File: config.mk
export PLATFORM = sky130hd
export DESIGN_NAME = qft3_spi_host_master
export DESIGN_NICKNAME = d
export VERILOG_FILES = /design/src/rtl/qft3_spi_host_master.sv
export SDC_FILE = /design/constraint.sdc
export NUM_CORES = 1
export LEC_CHECK = 0
export CAP_MARGIN = 10
export CORE_MARGIN = 2
export CORE_UTILIZATION = 45
export CTS_CLUSTER_DIAMETER = 200
export DETAILED_ROUTE_END_ITERATION = 12
export HOLD_SLACK_MARGIN = 0.06
export PLACE_DENSITY_LB_ADDON = 0.12
export SLEW_MARGIN = 20
export SYNTH_ARGS = -nofsm -noshare
export SYNTH_HDL_FRONTEND = slang
export SYNTH_SLANG_ARGS = --single-unit
File: constraint.sdc
create_clock -name clk -period 4.6 [get_ports clk]
set_input_delay 0.92 -clock clk [delete_from_list [all_inputs] [get_ports clk]]
set_output_delay 0.92 -clock clk [all_outputs]
set_load 0.05 [all_outputs]
File: src/rtl/qft3_spi_host_master.sv
// qft3_spi_host_master: mode-0 SPI initiator that writes NUM_WORDS words, waits GAP_CYCLES, then reads NUM_WORDS words.
// Unstalled frame: 2*BITS*2*CLK_DIV + 2*CLK_DIV + NUM_WORDS + GAP_CYCLES + 1 cycles from start acceptance to the end of done (2141 at defaults).
module qft3_spi_host_master #(
    parameter int TOTAL_WIDTH = 16,
    parameter int NUM_WORDS   = 16,
    parameter int CLK_DIV     = 2,
    parameter int GAP_CYCLES  = 64
) (
    input  logic                   clk,
    input  logic                   rst,
    input  logic                   start,
    input  logic [TOTAL_WIDTH-1:0] tx_data,
    input  logic                   tx_valid,
    output logic                   tx_ready,
    output logic [TOTAL_WIDTH-1:0] rx_data,
    output logic                   rx_valid,
    output logic                   busy,
    output logic                   done,
    output logic                   sclk,
    output logic                   cs,
    output logic                   mosi,
    input  logic                   miso
);
    localparam int BW = TOTAL_WIDTH > 1 ? $clog2(TOTAL_WIDTH) : 1;
    localparam int NW = NUM_WORDS > 1 ? $clog2(NUM_WORDS) : 1;
    localparam int CW = $clog2(GAP_CYCLES > 2 * CLK_DIV ? GAP_CYCLES : 2 * CLK_DIV);

    typedef enum logic [3:0] {
        IDLE, WR_CMD, WR_LOAD, WR_SHIFT, WR_END, GAP, RD_CMD, RD_SHIFT, RD_END, DONE
    } state_t;

    state_t state, state_d;
    logic [CW-1:0] cnt;
    logic [BW-1:0] b;
    logic [NW-1:0] w;
    logic [TOTAL_WIDTH-1:0] sh, rsh;
    logic in_bit, shifting, rise, fall, last_bit, last_word, load, hold_done;

    always_comb begin
        in_bit    = state inside {WR_CMD, WR_SHIFT, RD_CMD, RD_SHIFT};
        shifting  = state inside {WR_SHIFT, RD_SHIFT};
        rise      = in_bit && cnt == CW'(CLK_DIV - 1);
        fall      = in_bit && cnt == CW'(2 * CLK_DIV - 1);
        hold_done = cnt == CW'(CLK_DIV - 1);
        last_bit  = b == BW'(TOTAL_WIDTH - 1);
        last_word = w == NW'(NUM_WORDS - 1);
        load      = state == WR_LOAD && tx_valid;
        tx_ready  = state == WR_LOAD;
        busy      = !(state inside {IDLE, DONE});
        done      = state == DONE;
        state_d   = state;
        case (state)
            IDLE:     state_d = start ? WR_CMD : IDLE;
            WR_CMD:   state_d = fall ? WR_LOAD : WR_CMD;
            WR_LOAD:  state_d = tx_valid ? WR_SHIFT : WR_LOAD;
            WR_SHIFT: state_d = fall && last_bit ? (last_word ? WR_END : WR_LOAD) : WR_SHIFT;
            WR_END:   state_d = hold_done ? GAP : WR_END;
            GAP:      state_d = cnt == CW'(GAP_CYCLES - 1) ? RD_CMD : GAP;
            RD_CMD:   state_d = fall ? RD_SHIFT : RD_CMD;
            RD_SHIFT: state_d = fall && last_bit && last_word ? RD_END : RD_SHIFT;
            RD_END:   state_d = hold_done ? DONE : RD_END;
            default:  state_d = IDLE;
        endcase
    end

    always_ff @(posedge clk or posedge rst) begin
        if (rst) state <= IDLE;
        else     state <= state_d;
    end

    // cnt doubles as the sclk phase counter inside a bit and as the hold/gap timer
    always_ff @(posedge clk or posedge rst) begin
        if (rst) begin
            cnt      <= '0;
            b        <= '0;
            w        <= '0;
            sh       <= '0;
            rsh      <= '0;
            rx_data  <= '0;
            rx_valid <= 1'b0;
            sclk     <= 1'b0;
            cs       <= 1'b1;
            mosi     <= 1'b0;
        end else begin
            cnt      <= (state_d != state || fall || !(in_bit || state inside {WR_END, GAP, RD_END})) ? '0 : cnt + CW'(1);
            b        <= shifting && fall ? (last_bit ? '0 : b + BW'(1)) : b;
            w        <= shifting && fall && last_bit ? (last_word ? '0 : w + NW'(1)) : w;
            sh       <= load ? tx_data : (state == WR_SHIFT && fall) ? sh << 1 : sh;
            rsh      <= state == RD_SHIFT && rise ? {rsh[TOTAL_WIDTH-2:0], miso} : rsh;
            rx_valid <= state == RD_SHIFT && rise && last_bit;
            rx_data  <= state == RD_SHIFT && rise && last_bit ? {rsh[TOTAL_WIDTH-2:0], miso} : rx_data;
            sclk     <= rise || (sclk && !fall);
            cs       <= state_d inside {IDLE, GAP, DONE};
            mosi     <= state_d == WR_CMD ? 1'b1 :
                        load ? tx_data[TOTAL_WIDTH-1] :
                        (state == WR_SHIFT && fall && !last_bit) ? sh[TOTAL_WIDTH-2] :
                        state_d inside {WR_LOAD, WR_SHIFT} ? mosi : 1'b0;
        end
    end
endmodule
# [Word level (Yosys, flattened, before mapping)]
# Cells that the tools add are included.
[word_totals] register_bits=68 inputBits=21
[op_classes] addsub=3 eq_ne=21 n_mux=20 reduce_logical=29
[ops] op="$pmux 4 s9" n=1
[ops] op="$mux 15" n=2
[ops] op="$eq 4x3->1 const B" n=5
[ops] op="$eq 4x4->1 const B" n=5
[ops] op="$eq 4x2->1 const B" n=4
[ops] op="$logic_and 1x1->1" n=12
[ops] op="$mux 4" n=3
[ops] op="$mux 1" n=9
[ops] op="$add 4x1->4 const B" n=2
[ops] op="$eq 4x1->1 const B" n=2
[ops] op="$logic_not 4->1" n=2
[ops] op="$reduce_bool 2->1" n=4
[ops] op="$add 6x1->6 const B" n=1
[ops] op="$eq 6x1->1 const B" n=1
[ops] op="$eq 6x2->1 const B" n=1
[ops] op="$eq 6x6->1 const B" n=1
[ops] op="$mux 3" n=2
[ops] op="$mux 6" n=1
[ops] op="$reduce_bool 3->1" n=2
[ops] op="$logic_not 1->1" n=4
[ops] op="$logic_or 1x1->1" n=4
[ops] op="$mux 2" n=2
[ops] op="$ne 4x4->1" n=1
[ops] op="$ne 4x4->1 const B" n=1
[ops] op="$reduce_bool 4->1" n=1

# [Depth between registers and ports, before layout]
# Gate-level depths: netlist of run 1.
[logic_depth] depth_word=13 ltp_mapped=11 ltp_nobuf=7

# [Least setup slack after synthesis of run 1]
# Ideal clock, no wire load.
[synth_path] path_type="register to register" start="register state[2]" end="register sh[1]" arrival_ns=3.255 required_time_ns=4.473 path_slack_ns=1.217 stages_incl_launch_ff=8 path_cell_list="dfrtp_1 -> clkbuf_1 -> nor4b_1 -> and2_1 -> buf_2 -> buf_2 -> mux2i_1 -> o21ai_0"
[synth_between] elab_cells_between_ends=11 classes_between="5 x eq/ne; 1 x mux; 5 x reduce/logical"
[synth_lines] item="start, declared" line_no="32" source="state_t state, state_d;"
[synth_lines] item="start signal, assigned" line_no="68" source="else state <= state_d;"
[synth_lines] item="$eq 4x2->1 *"
[synth_lines] item="via tx_ready" line_no="14" source="output logic tx_ready,"
[synth_lines] item="$logic_and 1x1->1 *" line_no="47" source="load = state == WR_LOAD && tx_valid;"
[synth_lines] item="$mux 15 or $reduce_bool 2->1 (tied branches)"
[synth_lines] item="end signal, assigned" line_no="88" source="sh <= load ? tx_data : (state == WR_SHIFT && fall) ? sh << 1 : sh;"
[synth_lines] item="end, declared" line_no="36" source="logic [TOTAL_WIDTH-1:0] sh, rsh;"
# Mark *: on every way through the listed nets, which the timed path passes. The rest lies on a longest branch.
# A chain may end at the register's enable or synchronous reset.

# [Worst setup path after layout of run 1]
[layout_path] start="register state[1]" end="output tx_ready"
[layout_between] elab_chain_len=1
[layout_rtl] item="$eq 4x2->1" line_no="48" source="tx_ready = state == WR_LOAD;"
[layout_rtl] item="end, declared" line_no="14"
# No other way between the ends.

==> insert_results.sql, run 1 <==
INSERT INTO impl_metrics (metric_group, metric, value, unit) VALUES
('route', 'vias', '2101', ''),
('worst_setup_path', 'critPathCaptureType', 'output port', ''),
('floorplan', 'floorplan.initialDensity', '0.466', ''),
('worst_setup_path', 'reg2regPathDepth', '5', ''),
('floorplan', 'dieHeight', '88.1', 'um'),
('grt', 'overflow', '0', ''),
('grt', 'initial_antenna_violation_count', '0', ''),
('place', 'io_buffers', '43', ''),
('synthesis', 'synth-main-ff-cell', 'sky130_fd_sc_hd__dfrtp_1', ''),
('route', 'detailedRoute.firstIterationViolations', '89', ''),
('clock_network', 'ctsResizeCount', '0', ''),
('floorplan', 'die_area', '7760', 'sq um'),
('finish', 'nFillCells', '633', ''),
('clock_network', 'clk_root_buffer_cell', 'sky130_fd_sc_hd__clkbuf_8', ''),
('synthesis', 'synthesis.area', '3180', 'sq um'),
('clock_network', 'clock_pin_slew_of_the_registers_on_the_worst_case_setup_and_hold_paths', '0.07', 'ns'),
('worst_setup_path', 'crit_required', '3.68', 'ns'),
('worst_setup_path', 'crit_type', 'register to output port', ''),
('pwr', 'max-vdd-ir-drop', '0.235', 'mV'),
('pwr', 'p_per_cell_area', '407', 'nW/um^2'),
('sta', 'finalMaxSlewViolations', '0', ''),
('sta', 'final_hold_viol_count', '0', ''),
('sta', 'timing.slew.headroom', '0.376', ''),
('clock_network', 'post_cts.repair.setup_buffers', '0', ''),
('clock_network', 'cts_inserted_buffers', '9', ''),
('grt', 'grt_util_all_layers', '0.159', ''),
('synthesis', 'sequential_area_share_after_synthesis', '0.535', ''),
('place', 'gp_congestion', '0.782', ''),
('clock_network', 'cts_hold_buffers', '0', ''),
('synthesis', 'synth_fp_nets', '296', ''),
('synthesis', 'synthSimpleGateAreaFrac', '0.138', ''),
('synthesis', 'netlist_instances', '271', ''),
('grt', 'grt_pass1_vias', '1998', ''),
('route', 'postRouteAntennaNets', '0', ''),
('sta', 'fmax', '310', 'MHz'),
('clock_network', 'clkSinkCount', '68', ''),
('sta', 'layout_worst_path_cycle_share', '0.702', ''),
('floorplan', 'die_width', '88.1', 'um'),
('run_status', 'outcome', 'completed', ''),
('synthesis', 'synth_edf_count', '0', ''),
('synthesis', 'yosys.area_share.adder', '0.0157', ''),
('synthesis', 'yosys.area_share.xor_xnor', '0.0248', ''),
('floorplan', 'io_pins', '44', ''),
('route', 'routedWlPerCell', '13.5', 'um'),
('place', 'numPlacedInstances', '395', ''),
('worst_setup_path', 'cp_slowest_cell', 'sky130_fd_sc_hd__clkdlybuf4s50_1', ''),
('worst_setup_path', 'critical_path.cell_chain', 'nor4b_1 > clkdlybuf4s50_1', ''),
('clock_network', 'tritoncts', 'yes', ''),
('route', 'totalWireLength', '5540', 'um'),
('clock_network', 'clock_tree.htree_level_count', '3', ''),
('hold_path', 'hold_depth', '2', ''),
('worst_setup_path', 'critPathMaxFanout', '17', ''),
('synthesis', 'async_flop_share', '1.00', ''),
('route', 'drt-vias-per-instance', '5.11', ''),
('sta', 'worst-slew-pin-transition', '0.937', 'ns'),
('synthesis', 'synth_compound_area_frac', '0.0582', ''),
('clock_network', 'clock_latency', '0.35', 'ns'),
('synthesis', 'post_synth_mux_area_share', '0.187', ''),
('grt', 'grt_max_degree', '46', ''),
('clock_network', 'cts_max_path_buffers', '2', ''),
('worst_setup_path', 'worst-endpoint-arrival', '2.31', 'ns'),
('sta', 'finalClockSkew', '0.0133', 'ns'),
('grt', 'grt_first_pass_wirelength', '9330', 'um'),
('flow_run', 'max-cap-violations', '0', ''),
('synthesis', 'post_synth.cell_area_avg', '11.7', 'sq um'),
('finish', 'final_net_count', '335', ''),
('sta', 'fin_tns_setup', '0', 'ns'),
('floorplan', 'core_region_area', '6830', 'sq um'),
('sta', 'finalSetupViolCount', '0', ''),
('sta', 'unrepaired_setup_endpoints_after_global_routing', 'false', ''),
('finish', 'area_delta_synth_final', '20.4', '%');
[metal layers]
metal	wire length (um)	part of all wire	GRT usage	up-vias
met5	0	0	0	-
met4	52	0.0094	0.0661	0
met3	261	0.047	0.0566	5
met2	2620	0.47	0.251	39
met1	2600	0.47	0.200	1028
li1	-	-	-	1029
[placed cells by master, fill, tap and decap left out, drive strengths merged, types with 4 or more instances in the layout]
cell and instances:
mux2i 19, ha 4, dfrtp 67, clkbuf 9
xor2 4, o21ai 19, nand2 31, nand4 4
xnor2 5, clkdlybuf4s50 43, mux2 33, inv 5
nand3 11, nor2b 4, nor2 14, nor3 6
[Yosys cell counts (all sizes together), types with 2 or more instances]
master / instances / area (sq um)
a21oi: 2 / 10.0
and3: 2 / 12.5
buf: 10 / 90.1
clkbuf: 7 / 26.3
dfrtp: 67 / 1680
ha: 4 / 50.1
inv: 4 / 15.0
mux2: 33 / 405
mux2i: 19 / 190
nand2: 31 / 116
nand2b: 2 / 20.0
nand3: 11 / 55.1
nand3b: 2 / 15.0
nand4: 4 / 25.0
nor2: 14 / 60.1
nor2b: 4 / 25.0
nor3: 6 / 30.0
nor4: 2 / 18.8
o21ai: 19 / 95.1
or3: 3 / 18.8
or4: 2 / 18.8
xnor2: 5 / 43.8
xor2: 4 / 35.0
[state kept, by name, summed over array words and instances (netlist names)]
name      count
cnt           6
w             4
rsh          15
cs            1
sh           15
sclk          1
b             4
rx_data      16
rx_valid      1
mosi          1
state         4
[power breakdown]
group	switching (mW)	total [mW]	leakage [nW]	internal, mW
Combinational	0.176	0.311	0.708	0.135
Clock	0.240	0.491	0.0918	0.252
Sequential	0.0750	0.756	0.910	0.681
Total	0.490	1.56	1.71	1.07
[critical path, delay by kind of cell (launching register included)]
family / cells / cell delay (ns)
DFF: 1 / 0.66
and+or+nand+nor: 1 / 0.42
buffers and inverters: 1 / 0.88
[final timing paths]
kind | from | end | slack, ns
max reg2reg | state[1] | sh[0] | 2.03
min in group asynchronous | rst | rsh[8] | 1.07
max | state[1] | tx_ready | 1.37
min reg2reg | sh[1] | sh[1] | 0.49
min | sh[1] | sh[1] | 0.49
max in group asynchronous | rst | cnt[4] | 2.66
[logic make-up (layout without fill, tap and decap cells)]
group / after synthesis / in the layout
adder cells (fa/ha/maj): 4 / 4
AO/OA/AOI/OAI: 31 / 31
multiplexers: 52 / 52
buffers and inverters: 21 / 65
AND/OR/NAND/NOR: 86 / 86
flip-flops: 68 / 68
XOR/XNOR: 9 / 9
[cell type report]
cell class / instances / area, sq um / share of cell area
clock inverters: 7 / 75.1 / 0.0196
flip-flops and latches: 68 / 1700 / 0.445
repair buffers: 45 / 445 / 0.116
well taps: 96 / 120 / 0.0314
multi-input cells: 182 / 1350 / 0.352
inverters: 4 / 15.0 / 0.00392
clock buffers: 9 / 124 / 0.0323
[stage by stage]
stage | hold WS, ns | area, sq um | total power, mW | setup WS, ns | util
finish | 0.486 | 3830 | 1.56 | 1.37 | 0.561
global route | 0.524 | 3830 | 1.66 | 1.22 | 0.561
CTS | 0.491 | 3830 | 1.58 | 1.33 | 0.561
detailed placement | 0.473 | 3630 | 1.08 | 1.68 | 0.532
global placement | 0.462 | 3630 | 1.07 | 1.73 | 0.532
floorplan | 0.448 | 3180 | 0.999 | 1.22 | -
(Power assumes the default switching activity.)
==> run 2, diff against run 1 <==
==> constraint.sdc (replaced) <==
create_clock -name clk -period 2.6 [get_ports clk]
set_input_delay 0.52 -clock clk [delete_from_list [all_inputs] [get_ports clk]]
set_output_delay 0.52 -clock clk [all_outputs]
set_load 0.05 [all_outputs]
==> run 2 against run 1 <==
  * Global-route usage increased by 0.44 points
  * Worst setup slack got worse by 0.99 ns
  * Non-clock buffer count increased by 5
  * Clock power increased by 96%
  * Largest cell class unchanged
  * Largest power group unchanged
==> insert_results.sql, run 2 (synthesis results as in run 1) <==
INSERT INTO impl_metrics (metric_group, metric, value, unit) VALUES
('sta', 'finalSetupViolCount', '0', ''),
('finish', 'most_flop_heavy_register', 'rx_data', ''),
('route', 'detailedRoute.firstIterationViolations', '118', ''),
('clock_network', 'clock_pin_slew_of_the_registers_on_the_worst_case_setup_and_hold_paths', '0.08', 'ns'),
('finish', 'final_cell_mix', 'sky130_fd_sc_hd__dfrtp_1, sky130_fd_sc_hd__clkdlybuf4s50_1, sky130_fd_sc_hd__nand2_1', ''),
('grt', 'grt_first_pass_wirelength', '9600', 'um'),
('worst_setup_path', 'start_kind', 'register', ''),
('sta', 'fmax', '451', 'MHz'),
('hold_path', 'worst_hold_path_type', 'register to register', ''),
('route', 'detail_route.drc_violations', '0', ''),
('worst_setup_path', 'reg2regPathDepth', '6', ''),
('floorplan', 'core_region_area', '6830', 'sq um'),
('pwr', 'p_leak', '1.78', 'nW'),
('sta', 'timing.hold.ws', '0.487', 'ns'),
('finish', 'final_net_count', '340', ''),
('floorplan', 'floorplan.initialDensity', '0.466', ''),
('route', 'postRouteAntennaNets', '0', ''),
('worst_setup_path', 'crit_path_end', 'sh[0]', ''),
('finish', 'largest_reg_flops', '16', ''),
('clock_network', 'cts_inserted_buffers', '9', ''),
('floorplan', 'die_area', '7760', 'sq um'),
('worst_setup_path', 'worst_r2r_endpoint', 'sh[0]', ''),
('clock_network', 'tritoncts', 'yes', ''),
('place', 'gp_congestion', '0.804', ''),
('sta', 'worst-slew-pin-transition', '0.544', 'ns'),
('finish', 'instances_no_fill', '416', ''),
('pwr', 'max-vdd-ir-drop', '0.419', 'mV'),
('grt', 'overflow', '0', ''),
('grt', 'grt_pass1_vias', '1949', ''),
('sta', 'finalClockSkew', '0.0106', 'ns'),
('clock_network', 'clock_latency', '0.34', 'ns'),
('place', 'numPlacedInstances', '400', ''),
('worst_setup_path', 'critPathCaptureType', 'register', ''),
('grt', 'grt_util_all_layers', '0.164', ''),
('route', 'vias', '2083', ''),
('grt', 'grt_max_degree', '69', ''),
('floorplan', 'io_pins', '44', ''),
('clock_network', 'cts_max_path_buffers', '2', ''),
('hold_path', 'hold_depth', '2', ''),
('pwr', 'p_per_cell_area', '729', 'nW/um^2'),
('route', 'drt_pass1_iterations', '4', ''),
('sta', 'final_hold_viol_count', '0', ''),
('run_status', 'outcome', 'completed', ''),
('clock_network', 'clock_tree.htree_level_count', '3', ''),
('sta', 'fin_tns_setup', '0', 'ns'),
('worst_setup_path', 'worst-endpoint-arrival', '2.45', 'ns'),
('floorplan', 'die_width', '88.1', 'um'),
('floorplan', 'dieHeight', '88.1', 'um'),
('finish', 'layout.cells.most_common', 'sky130_fd_sc_hd__dfrtp_1', ''),
('route', 'drt-vias-per-instance', '5.01', ''),
('sta', 'finalMaxSlewViolations', '0', ''),
('sta', 'layout_worst_path_cycle_share', '0.852', ''),
('finish', 'reg.largest.list', 'rx_data x16, rsh x15, sh x15', ''),
('place', 'hpwl', '3770', 'um'),
('place', 'io_buffers', '43', ''),
('grt', 'initial_antenna_violation_count', '0', ''),
('worst_setup_path', 'crit_type', 'register to register', ''),
('worst_setup_path', 'crit_required', '2.83', 'ns'),
('worst_setup_path', 'ff2ff_setup_slack', '0.38', 'ns'),
('sta', 'timing.slew.headroom', '0.634', ''),
('clock_network', 'cts_hold_buffers', '0', ''),
('worst_setup_path', 'r2r-start', 'cnt[2]', ''),
('route', 'routedWlPerCell', '13.5', 'um'),
('clock_network', 'clk_root_buffer_cell', 'sky130_fd_sc_hd__clkbuf_8', ''),
('sta', 'unrepaired_setup_endpoints_after_global_routing', 'false', ''),
('clock_network', 'clkSinkCount', '68', ''),
('flow_run', 'max-cap-violations', '0', ''),
('route', 'totalWireLength', '5630', 'um'),
('sta', 'finalWorstPathRequiredPeriod', '2.22', 'ns'),
('finish', 'antenna_cells', '0', ''),
('worst_setup_path', 'worst_setup_path_startpoint', 'cnt[2]', ''),
('finish', 'area_delta_synth_final', '22.8', '%'),
('floorplan', 'floorplan.rows', '30', ''),
('finish', 'layout-drive-gt1-share', '0.203', ''),
('worst_setup_path', 'critPathMaxFanout', '29', '');
-- run 2: how the worst min path moves through the flow --
stage                        from          end  slack [ns]
after floorplan            sh[10]       sh[10]        0.45
after global placement      sh[8]        sh[8]        0.46
after detailed placement   sh[14]       sh[14]        0.48
after CTS                  sh[14]       sh[14]        0.49
after global routing      rsh[14]  rx_data[15]        0.51
final                      sh[14]       sh[14]        0.49
-- run 2: final cells by class --
cell class / instances / area (sq um)
Clock buffer: 9 / 124
Timing Repair Buffer: 50 / 493
Sequential cell: 68 / 1700
Multi-Input combinational cell: 182 / 1350
Tap cell: 96 / 120
Clock inverter: 7 / 98.8
Inverter: 4 / 15.0
Fill cell: 599 / 2920
-- run 2: routing by layer --
metal	share of wire	global-route usage
met3	0.051	0.0594
met4	0.011	0.0496
met2	0.46	0.244
met5	0	0
met1	0.48	0.226
-- run 2: stage by stage --
stage | power (mW) | worst slack, ns | utilization | area, sq um
6_report | 2.85 | 0.385 | 0.572 | 3910
2_1_floorplan | 1.77 | 0.0137 | - | 3190
3_5_place_dp | 1.91 | 0.353 | 0.539 | 3680
3_3_place_gp | 1.90 | 0.363 | 0.539 | 3680
4_1_cts | 2.89 | 0.0814 | 0.572 | 3910
5_1_grt | 3.05 | 0.198 | 0.572 | 3910
-- run 2: power by group --
| part | internal [mW] | leakage, nW | switching, mW |
|---|---|---|---|
| Combinational | 0.241 | 0.760 | 0.312 |
| Clock | 0.544 | 0.110 | 0.418 |
| Sequential | 1.20 | 0.910 | 0.130 |
| Total | 1.99 | 1.78 | 0.860 |
-- run 2: repair_timing --
item                                    CTS  global route
gates resized for setup                   0             1
buffers inserted                          0             0
endpoints found under the setup margin    0             1
hold endpoints to repair                  0             0
-- run 2: critical path, cell delays in order (launching register included) --
cell                      delay [ns]
sky130_fd_sc_hd__dfrtp_1        0.46
sky130_fd_sc_hd__or4_4          0.58
sky130_fd_sc_hd__or3_1          0.49
sky130_fd_sc_hd__nor2_1         0.13
sky130_fd_sc_hd__nor2_1         0.05
sky130_fd_sc_hd__buf_4          0.21
sky130_fd_sc_hd__a22o_1         0.19
